### config.mk
export PLATFORM = sky130hd
export DESIGN_NAME = core_bus_arb_flat
export DESIGN_NICKNAME = d
export VERILOG_FILES = /design/src/rtl/core_bus_arb_if.sv /design/src/rtl/core_bus_arb.sv /design/src/flat_wrapper.sv
export SDC_FILE = /design/constraint.sdc
export NUM_CORES = 1
export LEC_CHECK = 0
export ABC_AREA = 0
export CELL_PAD_IN_SITES_DETAIL_PLACEMENT = 1
export CELL_PAD_IN_SITES_GLOBAL_PLACEMENT = 2
export CORE_ASPECT_RATIO = 1.1
export CORE_MARGIN = 8
export CORE_UTILIZATION = 22
export DETAILED_ROUTE_END_ITERATION = 6
export PLACE_DENSITY = 0.95
export SLEW_MARGIN = 0
export SYNTH_ARGS = -nofsm -noshare
export SYNTH_HDL_FRONTEND = slang
export SYNTH_SLANG_ARGS = --single-unit
### constraint.sdc
create_clock -name clk -period 6.6 [get_ports clk]
set_input_delay 1.65 -clock clk [delete_from_list [all_inputs] [get_ports clk]]
set_output_delay 1.65 -clock clk [all_outputs]
set_load 0.05 [all_outputs]
### src/rtl/core_bus_arb_if.sv
// Request/response bundle between three bus masters, the arbiter and one slave.
// The slave modport is the arbiter's view; the master modport is the environment's view.
interface core_bus_arb_if;
  logic        m0_req,   m1_req,   m2_req;
  logic [31:0] m0_addr,  m1_addr,  m2_addr;
  logic        m0_we,    m1_we,    m2_we;
  logic [31:0] m0_wdata, m1_wdata, m2_wdata;
  logic [3:0]  m0_wstrb, m1_wstrb, m2_wstrb;
  logic        m0_gnt,   m1_gnt,   m2_gnt;
  logic        m0_ack,   m1_ack,   m2_ack;
  logic        m0_err,   m1_err,   m2_err;
  logic [31:0] m0_rdata, m1_rdata, m2_rdata;

  logic        s_req;
  logic [31:0] s_addr;
  logic        s_we;
  logic [31:0] s_wdata;
  logic [3:0]  s_wstrb;
  logic        s_ack;
  logic [31:0] s_rdata;

  modport slave (
    input  m0_req, m1_req, m2_req, m0_addr, m1_addr, m2_addr, m0_we, m1_we, m2_we,
    input  m0_wdata, m1_wdata, m2_wdata, m0_wstrb, m1_wstrb, m2_wstrb,
    output m0_gnt, m1_gnt, m2_gnt, m0_ack, m1_ack, m2_ack, m0_err, m1_err, m2_err,
    output m0_rdata, m1_rdata, m2_rdata,
    output s_req, s_addr, s_we, s_wdata, s_wstrb,
    input  s_ack, s_rdata
  );

  modport master (
    output m0_req, m1_req, m2_req, m0_addr, m1_addr, m2_addr, m0_we, m1_we, m2_we,
    output m0_wdata, m1_wdata, m2_wdata, m0_wstrb, m1_wstrb, m2_wstrb,
    input  m0_gnt, m1_gnt, m2_gnt, m0_ack, m1_ack, m2_ack, m0_err, m1_err, m2_err,
    input  m0_rdata, m1_rdata, m2_rdata,
    input  s_req, s_addr, s_we, s_wdata, s_wstrb,
    output s_ack, s_rdata
  );
endinterface

### src/rtl/core_bus_arb.sv
// Three-master single-slave bus arbiter: fixed priority m2 > m1 > m0 with m0 starvation
// override, one transaction in flight, BUSY timeout with error response.
module core_bus_arb #(
  parameter int unsigned TIMEOUT    = 16,
  parameter int unsigned STARVE_MAX = 4
) (
  input  logic          clk,
  input  logic          rst,
  core_bus_arb_if.slave bus,
  output logic          hold_flag_out
);
  localparam int unsigned TmoW = (TIMEOUT > 1) ? $clog2(TIMEOUT) : 1;
  localparam logic [TmoW-1:0] TmoLast = TmoW'(TIMEOUT - 1);

  typedef enum logic [1:0] {Idle, Busy, Done} state_e;

  state_e      state_q, state_d;
  logic [1:0]  win_q, win_d;
  logic [31:0] addr_q, addr_d;
  logic        we_q, we_d;
  logic [31:0] wdata_q, wdata_d;
  logic [3:0]  wstrb_q, wstrb_d;
  logic [31:0] rdata_q, rdata_d;
  logic        err_q, err_d;
  logic [2:0]  starve_q, starve_d;
  logic [TmoW-1:0] tmo_q, tmo_d;

  logic        any_req, starve_hit;
  logic [1:0]  pick;
  logic        busy, done;
  logic [2:0]  gnt, ack;

  assign any_req    = bus.m0_req | bus.m1_req | bus.m2_req;
  assign starve_hit = ({29'b0, starve_q} >= STARVE_MAX);

  always_comb begin
    if (bus.m0_req && starve_hit) pick = 2'd0;
    else if (bus.m2_req)          pick = 2'd2;
    else if (bus.m1_req)          pick = 2'd1;
    else                          pick = 2'd0;
  end

  always_ff @(posedge clk or posedge rst) begin
    if (rst) begin
      state_q  <= Idle;
      win_q    <= '0;
      addr_q   <= '0;
      we_q     <= 1'b0;
      wdata_q  <= '0;
      wstrb_q  <= '0;
      rdata_q  <= '0;
      err_q    <= 1'b0;
      starve_q <= '0;
      tmo_q    <= '0;
    end else begin
      state_q  <= state_d;
      win_q    <= win_d;
      addr_q   <= addr_d;
      we_q     <= we_d;
      wdata_q  <= wdata_d;
      wstrb_q  <= wstrb_d;
      rdata_q  <= rdata_d;
      err_q    <= err_d;
      starve_q <= starve_d;
      tmo_q    <= tmo_d;
    end
  end

  always_comb begin
    state_d  = state_q;
    win_d    = win_q;
    addr_d   = addr_q;
    we_d     = we_q;
    wdata_d  = wdata_q;
    wstrb_d  = wstrb_q;
    rdata_d  = rdata_q;
    err_d    = err_q;
    starve_d = starve_q;
    tmo_d    = tmo_q;
    unique case (state_q)
      Idle: begin
        if (any_req) begin
          state_d = Busy;
          win_d   = pick;
          tmo_d   = '0;
          unique case (pick)
            2'd2: begin
              addr_d = bus.m2_addr; we_d = bus.m2_we; wdata_d = bus.m2_wdata; wstrb_d = bus.m2_wstrb;
            end
            2'd1: begin
              addr_d = bus.m1_addr; we_d = bus.m1_we; wdata_d = bus.m1_wdata; wstrb_d = bus.m1_wstrb;
            end
            default: begin
              addr_d = bus.m0_addr; we_d = bus.m0_we; wdata_d = bus.m0_wdata; wstrb_d = bus.m0_wstrb;
            end
          endcase
          if (bus.m0_req) begin
            if (pick == 2'd0)           starve_d = '0;
            else if (starve_q != 3'd7)  starve_d = starve_q + 3'd1;
          end
        end
      end
      Busy: begin
        // A late ack on the timeout edge still wins over the error.
        if (bus.s_ack) begin
          state_d = Done;
          rdata_d = bus.s_rdata;
          err_d   = 1'b0;
        end else if (tmo_q == TmoLast) begin
          state_d = Done;
          rdata_d = '0;
          err_d   = 1'b1;
        end else begin
          tmo_d = tmo_q + 1'b1;
        end
      end
      Done:    state_d = Idle;
      default: state_d = Idle;
    endcase
    if (!bus.m0_req) starve_d = '0;
  end

  always_comb begin
    busy = (state_q == Busy);
    done = (state_q == Done);
    gnt  = busy ? (3'b001 << win_q) : 3'b000;
    ack  = done ? (3'b001 << win_q) : 3'b000;

    bus.s_req   = busy;
    bus.s_addr  = busy ? addr_q  : '0;
    bus.s_we    = busy & we_q;
    bus.s_wdata = busy ? wdata_q : '0;
    bus.s_wstrb = busy ? wstrb_q : '0;

    bus.m0_gnt   = gnt[0];
    bus.m1_gnt   = gnt[1];
    bus.m2_gnt   = gnt[2];
    bus.m0_ack   = ack[0];
    bus.m1_ack   = ack[1];
    bus.m2_ack   = ack[2];
    bus.m0_err   = ack[0] & err_q;
    bus.m1_err   = ack[1] & err_q;
    bus.m2_err   = ack[2] & err_q;
    bus.m0_rdata = ack[0] ? rdata_q : '0;
    bus.m1_rdata = ack[1] ? rdata_q : '0;
    bus.m2_rdata = ack[2] ? rdata_q : '0;

    hold_flag_out = bus.m1_req & ~ack[1];
  end
endmodule

### src/flat_wrapper.sv
// flat-port wrapper written by rule: the top's interface ports become plain ports
module core_bus_arb_flat 
#(
  parameter int unsigned TIMEOUT    = 16,
  parameter int unsigned STARVE_MAX = 4
)
  (clk, rst, hold_flag_out, bus_m0_req, bus_m1_req, bus_m2_req, bus_m0_addr, bus_m1_addr, bus_m2_addr, bus_m0_we, bus_m1_we, bus_m2_we, bus_m0_wdata, bus_m1_wdata, bus_m2_wdata, bus_m0_wstrb, bus_m1_wstrb, bus_m2_wstrb, bus_m0_gnt, bus_m1_gnt, bus_m2_gnt, bus_m0_ack, bus_m1_ack, bus_m2_ack, bus_m0_err, bus_m1_err, bus_m2_err, bus_m0_rdata, bus_m1_rdata, bus_m2_rdata, bus_s_req, bus_s_addr, bus_s_we, bus_s_wdata, bus_s_wstrb, bus_s_ack, bus_s_rdata);
  core_bus_arb_if bus_i ();
  input  logic clk;
  input  logic rst;
  output logic hold_flag_out;
  input wire logic [$bits(bus_i.m0_req)-1:0] bus_m0_req;
  input wire logic [$bits(bus_i.m1_req)-1:0] bus_m1_req;
  input wire logic [$bits(bus_i.m2_req)-1:0] bus_m2_req;
  input wire logic [$bits(bus_i.m0_addr)-1:0] bus_m0_addr;
  input wire logic [$bits(bus_i.m1_addr)-1:0] bus_m1_addr;
  input wire logic [$bits(bus_i.m2_addr)-1:0] bus_m2_addr;
  input wire logic [$bits(bus_i.m0_we)-1:0] bus_m0_we;
  input wire logic [$bits(bus_i.m1_we)-1:0] bus_m1_we;
  input wire logic [$bits(bus_i.m2_we)-1:0] bus_m2_we;
  input wire logic [$bits(bus_i.m0_wdata)-1:0] bus_m0_wdata;
  input wire logic [$bits(bus_i.m1_wdata)-1:0] bus_m1_wdata;
  input wire logic [$bits(bus_i.m2_wdata)-1:0] bus_m2_wdata;
  input wire logic [$bits(bus_i.m0_wstrb)-1:0] bus_m0_wstrb;
  input wire logic [$bits(bus_i.m1_wstrb)-1:0] bus_m1_wstrb;
  input wire logic [$bits(bus_i.m2_wstrb)-1:0] bus_m2_wstrb;
  output wire logic [$bits(bus_i.m0_gnt)-1:0] bus_m0_gnt;
  output wire logic [$bits(bus_i.m1_gnt)-1:0] bus_m1_gnt;
  output wire logic [$bits(bus_i.m2_gnt)-1:0] bus_m2_gnt;
  output wire logic [$bits(bus_i.m0_ack)-1:0] bus_m0_ack;
  output wire logic [$bits(bus_i.m1_ack)-1:0] bus_m1_ack;
  output wire logic [$bits(bus_i.m2_ack)-1:0] bus_m2_ack;
  output wire logic [$bits(bus_i.m0_err)-1:0] bus_m0_err;
  output wire logic [$bits(bus_i.m1_err)-1:0] bus_m1_err;
  output wire logic [$bits(bus_i.m2_err)-1:0] bus_m2_err;
  output wire logic [$bits(bus_i.m0_rdata)-1:0] bus_m0_rdata;
  output wire logic [$bits(bus_i.m1_rdata)-1:0] bus_m1_rdata;
  output wire logic [$bits(bus_i.m2_rdata)-1:0] bus_m2_rdata;
  output wire logic [$bits(bus_i.s_req)-1:0] bus_s_req;
  output wire logic [$bits(bus_i.s_addr)-1:0] bus_s_addr;
  output wire logic [$bits(bus_i.s_we)-1:0] bus_s_we;
  output wire logic [$bits(bus_i.s_wdata)-1:0] bus_s_wdata;
  output wire logic [$bits(bus_i.s_wstrb)-1:0] bus_s_wstrb;
  input wire logic [$bits(bus_i.s_ack)-1:0] bus_s_ack;
  input wire logic [$bits(bus_i.s_rdata)-1:0] bus_s_rdata;
  assign bus_i.m0_req = bus_m0_req;
  assign bus_i.m1_req = bus_m1_req;
  assign bus_i.m2_req = bus_m2_req;
  assign bus_i.m0_addr = bus_m0_addr;
  assign bus_i.m1_addr = bus_m1_addr;
  assign bus_i.m2_addr = bus_m2_addr;
  assign bus_i.m0_we = bus_m0_we;
  assign bus_i.m1_we = bus_m1_we;
  assign bus_i.m2_we = bus_m2_we;
  assign bus_i.m0_wdata = bus_m0_wdata;
  assign bus_i.m1_wdata = bus_m1_wdata;
  assign bus_i.m2_wdata = bus_m2_wdata;
  assign bus_i.m0_wstrb = bus_m0_wstrb;
  assign bus_i.m1_wstrb = bus_m1_wstrb;
  assign bus_i.m2_wstrb = bus_m2_wstrb;
  assign bus_m0_gnt = bus_i.m0_gnt;
  assign bus_m1_gnt = bus_i.m1_gnt;
  assign bus_m2_gnt = bus_i.m2_gnt;
  assign bus_m0_ack = bus_i.m0_ack;
  assign bus_m1_ack = bus_i.m1_ack;
  assign bus_m2_ack = bus_i.m2_ack;
  assign bus_m0_err = bus_i.m0_err;
  assign bus_m1_err = bus_i.m1_err;
  assign bus_m2_err = bus_i.m2_err;
  assign bus_m0_rdata = bus_i.m0_rdata;
  assign bus_m1_rdata = bus_i.m1_rdata;
  assign bus_m2_rdata = bus_i.m2_rdata;
  assign bus_s_req = bus_i.s_req;
  assign bus_s_addr = bus_i.s_addr;
  assign bus_s_we = bus_i.s_we;
  assign bus_s_wdata = bus_i.s_wdata;
  assign bus_s_wstrb = bus_i.s_wstrb;
  assign bus_i.s_ack = bus_s_ack;
  assign bus_i.s_rdata = bus_s_rdata;
  core_bus_arb #(.TIMEOUT(TIMEOUT), .STARVE_MAX(STARVE_MAX)) u_core (.clk(clk), .rst(rst), .bus(bus_i), .hold_flag_out(hold_flag_out));
endmodule
# Word-level counts from Yosys, hierarchy flattened
# Cells that the tools add are included.
# W data, S select, Z words.
[classes]
n_addsub = 2
n_mul = 0
div = 0
magnitude_cmp = 1
eq_ne = 13
shifts = 1
muxes = 32
bitwise_logic = 8
reduce_logical = 10
[ops]
columns = ["op", "n"]
rows = [
  ["$mux W32", 7],
  ["$pmux W32 S2", 2],
  ["$mux W3", 7],
  ["$mux W4", 4],
  ["$pmux W4 S2", 2],
  ["$mux W2", 5],
  ["$ne A2 B1 Y1 const B", 3],
  ["$ne A3 B1 Y1 const B", 2],
  ["$reduce_and A2 Y1", 3],
  ["$and A1 B1 Y1", 5],
  ["$add A4 B1 Y4 const B", 1],
  ["$eq A2 B1 Y1 const B", 2],
  ["$eq A2 B2 Y1 const B", 2],
  ["$eq A4 B4 Y1 const B", 1],
  ["$logic_not A2 Y1", 2],
  ["$ne A2 B2 Y1 const B", 2],
  ["$pmux W2 S2", 1],
  ["$reduce_and A4 Y1", 1],
  ["$reduce_bool A2 Y1", 2],
  ["$add A3 B1 Y3 const B", 1],
  ["$ge A3 B3 Y1 const B", 1],
  ["$mux W1", 3],
  ["$ne A3 B3 Y1 const B", 1],
  ["$reduce_and A3 Y1", 1],
  ["5 further kinds", 6],
]
[word_totals]
ff_bits = 113
latchBits = 0
ram_bits = 0
rom_bits = 0
input_bits = 245
output_inout_bits = 176
word_cells = 77
mem_count = 0

# Longest topological paths before layout
[depth]
ltp_word = 8
depth_mapped = 10
mapped_depth_nobuf = 7

# Least setup slack after synthesis
# No wires, ideal clock.
[synth_timing]
path_type = "input to output"
from = "input port bus_m1_req"
to = "output port hold_flag_out"
arrival_time_ps = 2357
path_slack_ps = 2593
path_stages = 1
path_buffers = 0
cell_sequence = "nor2b_1"
[synth_via]
elab_chain_len = 1
[synth_lines]
columns = ["element", "line_no", "source"]
rows = [
  ["start: declaration", "flat_wrapper.sv:13", "input wire logic [$bits(bus_i.m1_req)-1:0] bus_m1_req;"],
  ["$and A1 B1 Y1", "core_bus_arb.sv:148", "hold_flag_out = bus.m1_req & ~ack[1];"],
  ["end: declaration", "flat_wrapper.sv:11", "output logic hold_flag_out;"],
]
# No other way between the ends.

# Worst setup path after layout
# Same ends and word-level chain as after synthesis.

==> metrics.log <==
INFO  metric p_sw_share = 42.52%
INFO  metric worst_setup_path_end_kind = output port
INFO  metric crit_family = buffers and inverters
INFO  metric instances_no_fill = 1,527
INFO  metric wl_per_cell = 19.20 µm
INFO  metric final_antenna_net_count = 0
INFO  metric first_global_vias = 7,428
INFO  metric cell_by_cell_trace_of_the_critical_path = clkdlybuf4s50_1 > nor2b_1 > clkdlybuf4s50_1
INFO  metric outcome = finished, final reports clean
INFO  metric critical_path.most_common_cell = clkdlybuf4s50_1
INFO  metric place.detailed.hpwl = approximately 23 mm
INFO  metric m1WireLength = 11.22 mm
INFO  metric die-area = approximately 37,000 µm²
INFO  metric critical-path-slowest-cell = clkdlybuf4s50_1
INFO  metric synth_top_cell_area_share = 41.35%
INFO  metric root_driver = clkbuf_16
INFO  metric synth-edff-count = 0
INFO  metric postRouteWirelength = 29.32 mm
INFO  metric power-per-cell-area = 379.0 nW/µm²
INFO  metric seq_cell_area = 2828 µm²
INFO  metric worstHoldPathCells = 1
INFO  metric multiInputGateArea = approximately 3700 µm²
INFO  metric drv_slew = 0
INFO  metric cts_bufs_inserted = 17
INFO  metric ys_seq_area_share = 41.35%
INFO  metric synth_seq_cells = 113
INFO  metric top_layer_in_use = met4
INFO  metric timing.critical_path.arrival = 3.19 ns
INFO  metric yosys.cell_types.count = slightly above 40
INFO  metric cellLeakagePower = 4.798 nW
INFO  metric power_switching = 0.001927 W
INFO  metric timing.critical_path.fanout_max = 3
INFO  metric synth.cell_area = roughly 6800 µm²
INFO  metric vias_per_inst = between 4 and 5
INFO  metric synth.avg_cell_area = 9.563 µm²
INFO  metric detailed_router_iteration_count_before_antenna_repair = 4
INFO  metric grt_start_max_net_pins = about 100
INFO  metric placeableCoreArea = ~31,000 µm²
INFO  metric preCtsSetupSlack = 1.732 ns
INFO  metric cell_count_post_placement = 1,493
INFO  metric globalRoute.totalOverflow = 0
INFO  metric met3_routed_wirelength = roughly 2.3 mm
INFO  metric final.setup.tns = 0 ns
INFO  metric grt_setup_unrepaired = false
INFO  metric die_width = approximately 180 µm
INFO  metric fraction_of_final_layout_cells_with_drive_strength_greater_than_1 = a little over a tenth
INFO  metric report.final.setup_viol = 0
INFO  metric drv_cap = 0
INFO  metric post_synth_main_area_contributors = dfrtp_1, and2_1, mux2_2
INFO  metric rows = 67
INFO  metric critPathRequiredTime = 4.95 ns
INFO  metric routed-wl-met2 = 15.25 mm
INFO  metric power_report.internal_total = around 0.0026 W
INFO  metric layout_common_cells = clkdlybuf4s50_1, and2_1, dfrtp_1
INFO  metric synth_largest_area_cell = dfrtp_1
INFO  metric first_pass_grt_wire_length = 44.75 mm
INFO  metric slew_headroom = 39.92%
INFO  metric h-tree-depth = 4
INFO  metric pwr-share-seq = about 27%
INFO  metric clock.fmax = ~0.21 GHz
INFO  metric worst-path-stages = 3
INFO  metric io_pins = 421
INFO  metric setup_ws = 1.765 ns
INFO  metric holdCritPathClass = flop to flop
INFO  metric flow.area_growth_from_synthesis = 74.90%
INFO  metric final_period_minus_worst_setup_slack = 4.835 ns
INFO  metric vdd_ir_drop_max = ~0.00014 V
INFO  metric initialDrtViolationCount = 204
INFO  metric fp.dieH = 200.9 µm
INFO  metric crit_path_max_incr_delay = 0.82 ns
INFO  metric cp.buffers_inverters = 2
INFO  metric path_class = input port to output port
INFO  metric share_clk_of_total_power = a little over a fifth
INFO  metric clk_pin_slew_worst_paths = 0.06 ns
INFO  metric initial_antenna_violation_count = 1
INFO  metric whs = 0.4949 ns
INFO  metric port-buffer-count = 420
INFO  metric postSynth.topFlopCell = dfrtp_1
INFO  metric syn_nets = 966
INFO  metric layout.core_utilization = 39.19%
INFO  metric cp-start-kind = input port
INFO  metric synth-warning-count = 0
INFO  metric finalHoldViolCount = 0
INFO  metric cts-resized-gates = 0
INFO  metric remaining_drc_errors = 0
INFO  metric clock_network_latency_to_the_later_pin_of_the_worst_skew_pair = 0.41 ns
INFO  metric most_frequent_standard_cell_in_the_layout_excluding_fill_and_tap_cells = clkdlybuf4s50_1
INFO  metric cts-hold-fix-buffers = 0
INFO  metric initial_core_util = 22.41%
INFO  metric gp_routability_congestion = between 0.7 and 0.8
INFO  metric clockBufferDepth = 2
INFO  metric clk_sinks = 113
INFO  metric route.vias.total = 6,819
INFO  metric postSynth.asyncResetShare = 100.0%
INFO  metric r2r_cell_count = 4
INFO  metric gr-usage-all-layers = 15.51%
INFO  metric nFillCells = approximately 3,500
INFO  metric final_net_count = 1,349
INFO  metric clock_skew = 0.009880 ns
INFO  metric synthCells = 715
INFO  metric post_cts_buffers = 0
INFO  metric power_frac_comb = 51.1%
INFO  metric cts_tree = built
INFO  metric worstMarginPinSlew = 0.9011 ns
INFO  metric post-route-period-util = about three quarters
## power groups by stage
stage	Sequential (W)	Combinational [W]	Clock [W]
finish	0.00122	0.00232	0.000994
global route	0.00128	0.00246	0.00106
CTS	0.00123	0.00237	0.00103
detailed placement	0.00124	0.00236	0
global placement	0.00122	0.00232	0
floorplan	0.00114	0.00161	0
## routing by layer
layer,vias to the layer above,track usage (%)
li1,3262,-
met1,3278,17.06
met5,-,0
met4,0,4.527
met2,258,28.10
met3,21,4.652
## sequential cells by signal (all words and copies together), names as in the netlist
signal and cells:
u_core.we_q 1, u_core.state_q 2, u_core.win_q 2, u_core.rdata_q 32
u_core.wdata_q 32, u_core.err_q 1, u_core.tmo_q 4, u_core.starve_q 3
u_core.wstrb_q 4, u_core.addr_q 32
## synth_stat cells (3+ instances only)
| cell | count |
|---|---|
| o21ai_0 | 70 |
| and2_1 | 171 |
| buf_2 | 15 |
| a21oi_1 | 4 |
| nand2_1 | 73 |
| inv_1 | 8 |
| a22oi_1 | 69 |
| buf_6 | 7 |
| dfrtp_1 | 113 |
| nor3b_1 | 3 |
| a22o_1 | 32 |
| ha_1 | 6 |
| clkbuf_1 | 39 |
| mux2_2 | 71 |
## stage by stage
| stage | instance area, µm² | power (W) |
|---|---|---|
| floorplan | 6838 | 0.002758 |
| global placement | 11330 | 0.003531 |
| detailed placement | 11330 | 0.003597 |
| CTS | 11950 | 0.004624 |
| global route | 11960 | 0.004799 |
| finish | 11960 | 0.004532 |
## kinds of logic (layout without fill, tap and decap cells)
logic type | after synthesis | in the layout | synth area share, %
adders and majority gates | 6 | 6 | 1.098
and+or+nand+nor | 267 | 267 | 22.45
buffers and inverters | 73 | 469 | 5.178
DFF | 113 | 113 | 41.35
other | 0 | 2 | 0
AOI/OAI and AO/OA | 184 | 184 | 18.08
muxes | 72 | 72 | 11.84
## layout make-up
type | count | area share, %
inverter | 9 | 0.3034
sequential | 113 | 23.65
antenna | 2 | 0.04185
tap | 414 | 4.331
multi-input combinational | 529 | 30.77
clock buffer | 19 | 3.704
clock inverter | 13 | 1.548
timing repair buffer | 428 | 35.66
## final timing paths
check	startpoint	to	slack (ns)
min in group asynchronous	rst	u_core.rdata_q[5]	1.77
min	u_core.addr_q[13]	u_core.addr_q[13]	0.49
max	bus_m1_req	hold_flag_out	1.76
max reg2reg	u_core.state_q[0]	u_core.wdata_q[14]	3.99
min reg2reg	u_core.addr_q[13]	u_core.addr_q[13]	0.49
max in group asynchronous	rst	u_core.addr_q[7]	3.58
No activity file was read; power rests on OpenSTA's default activity.
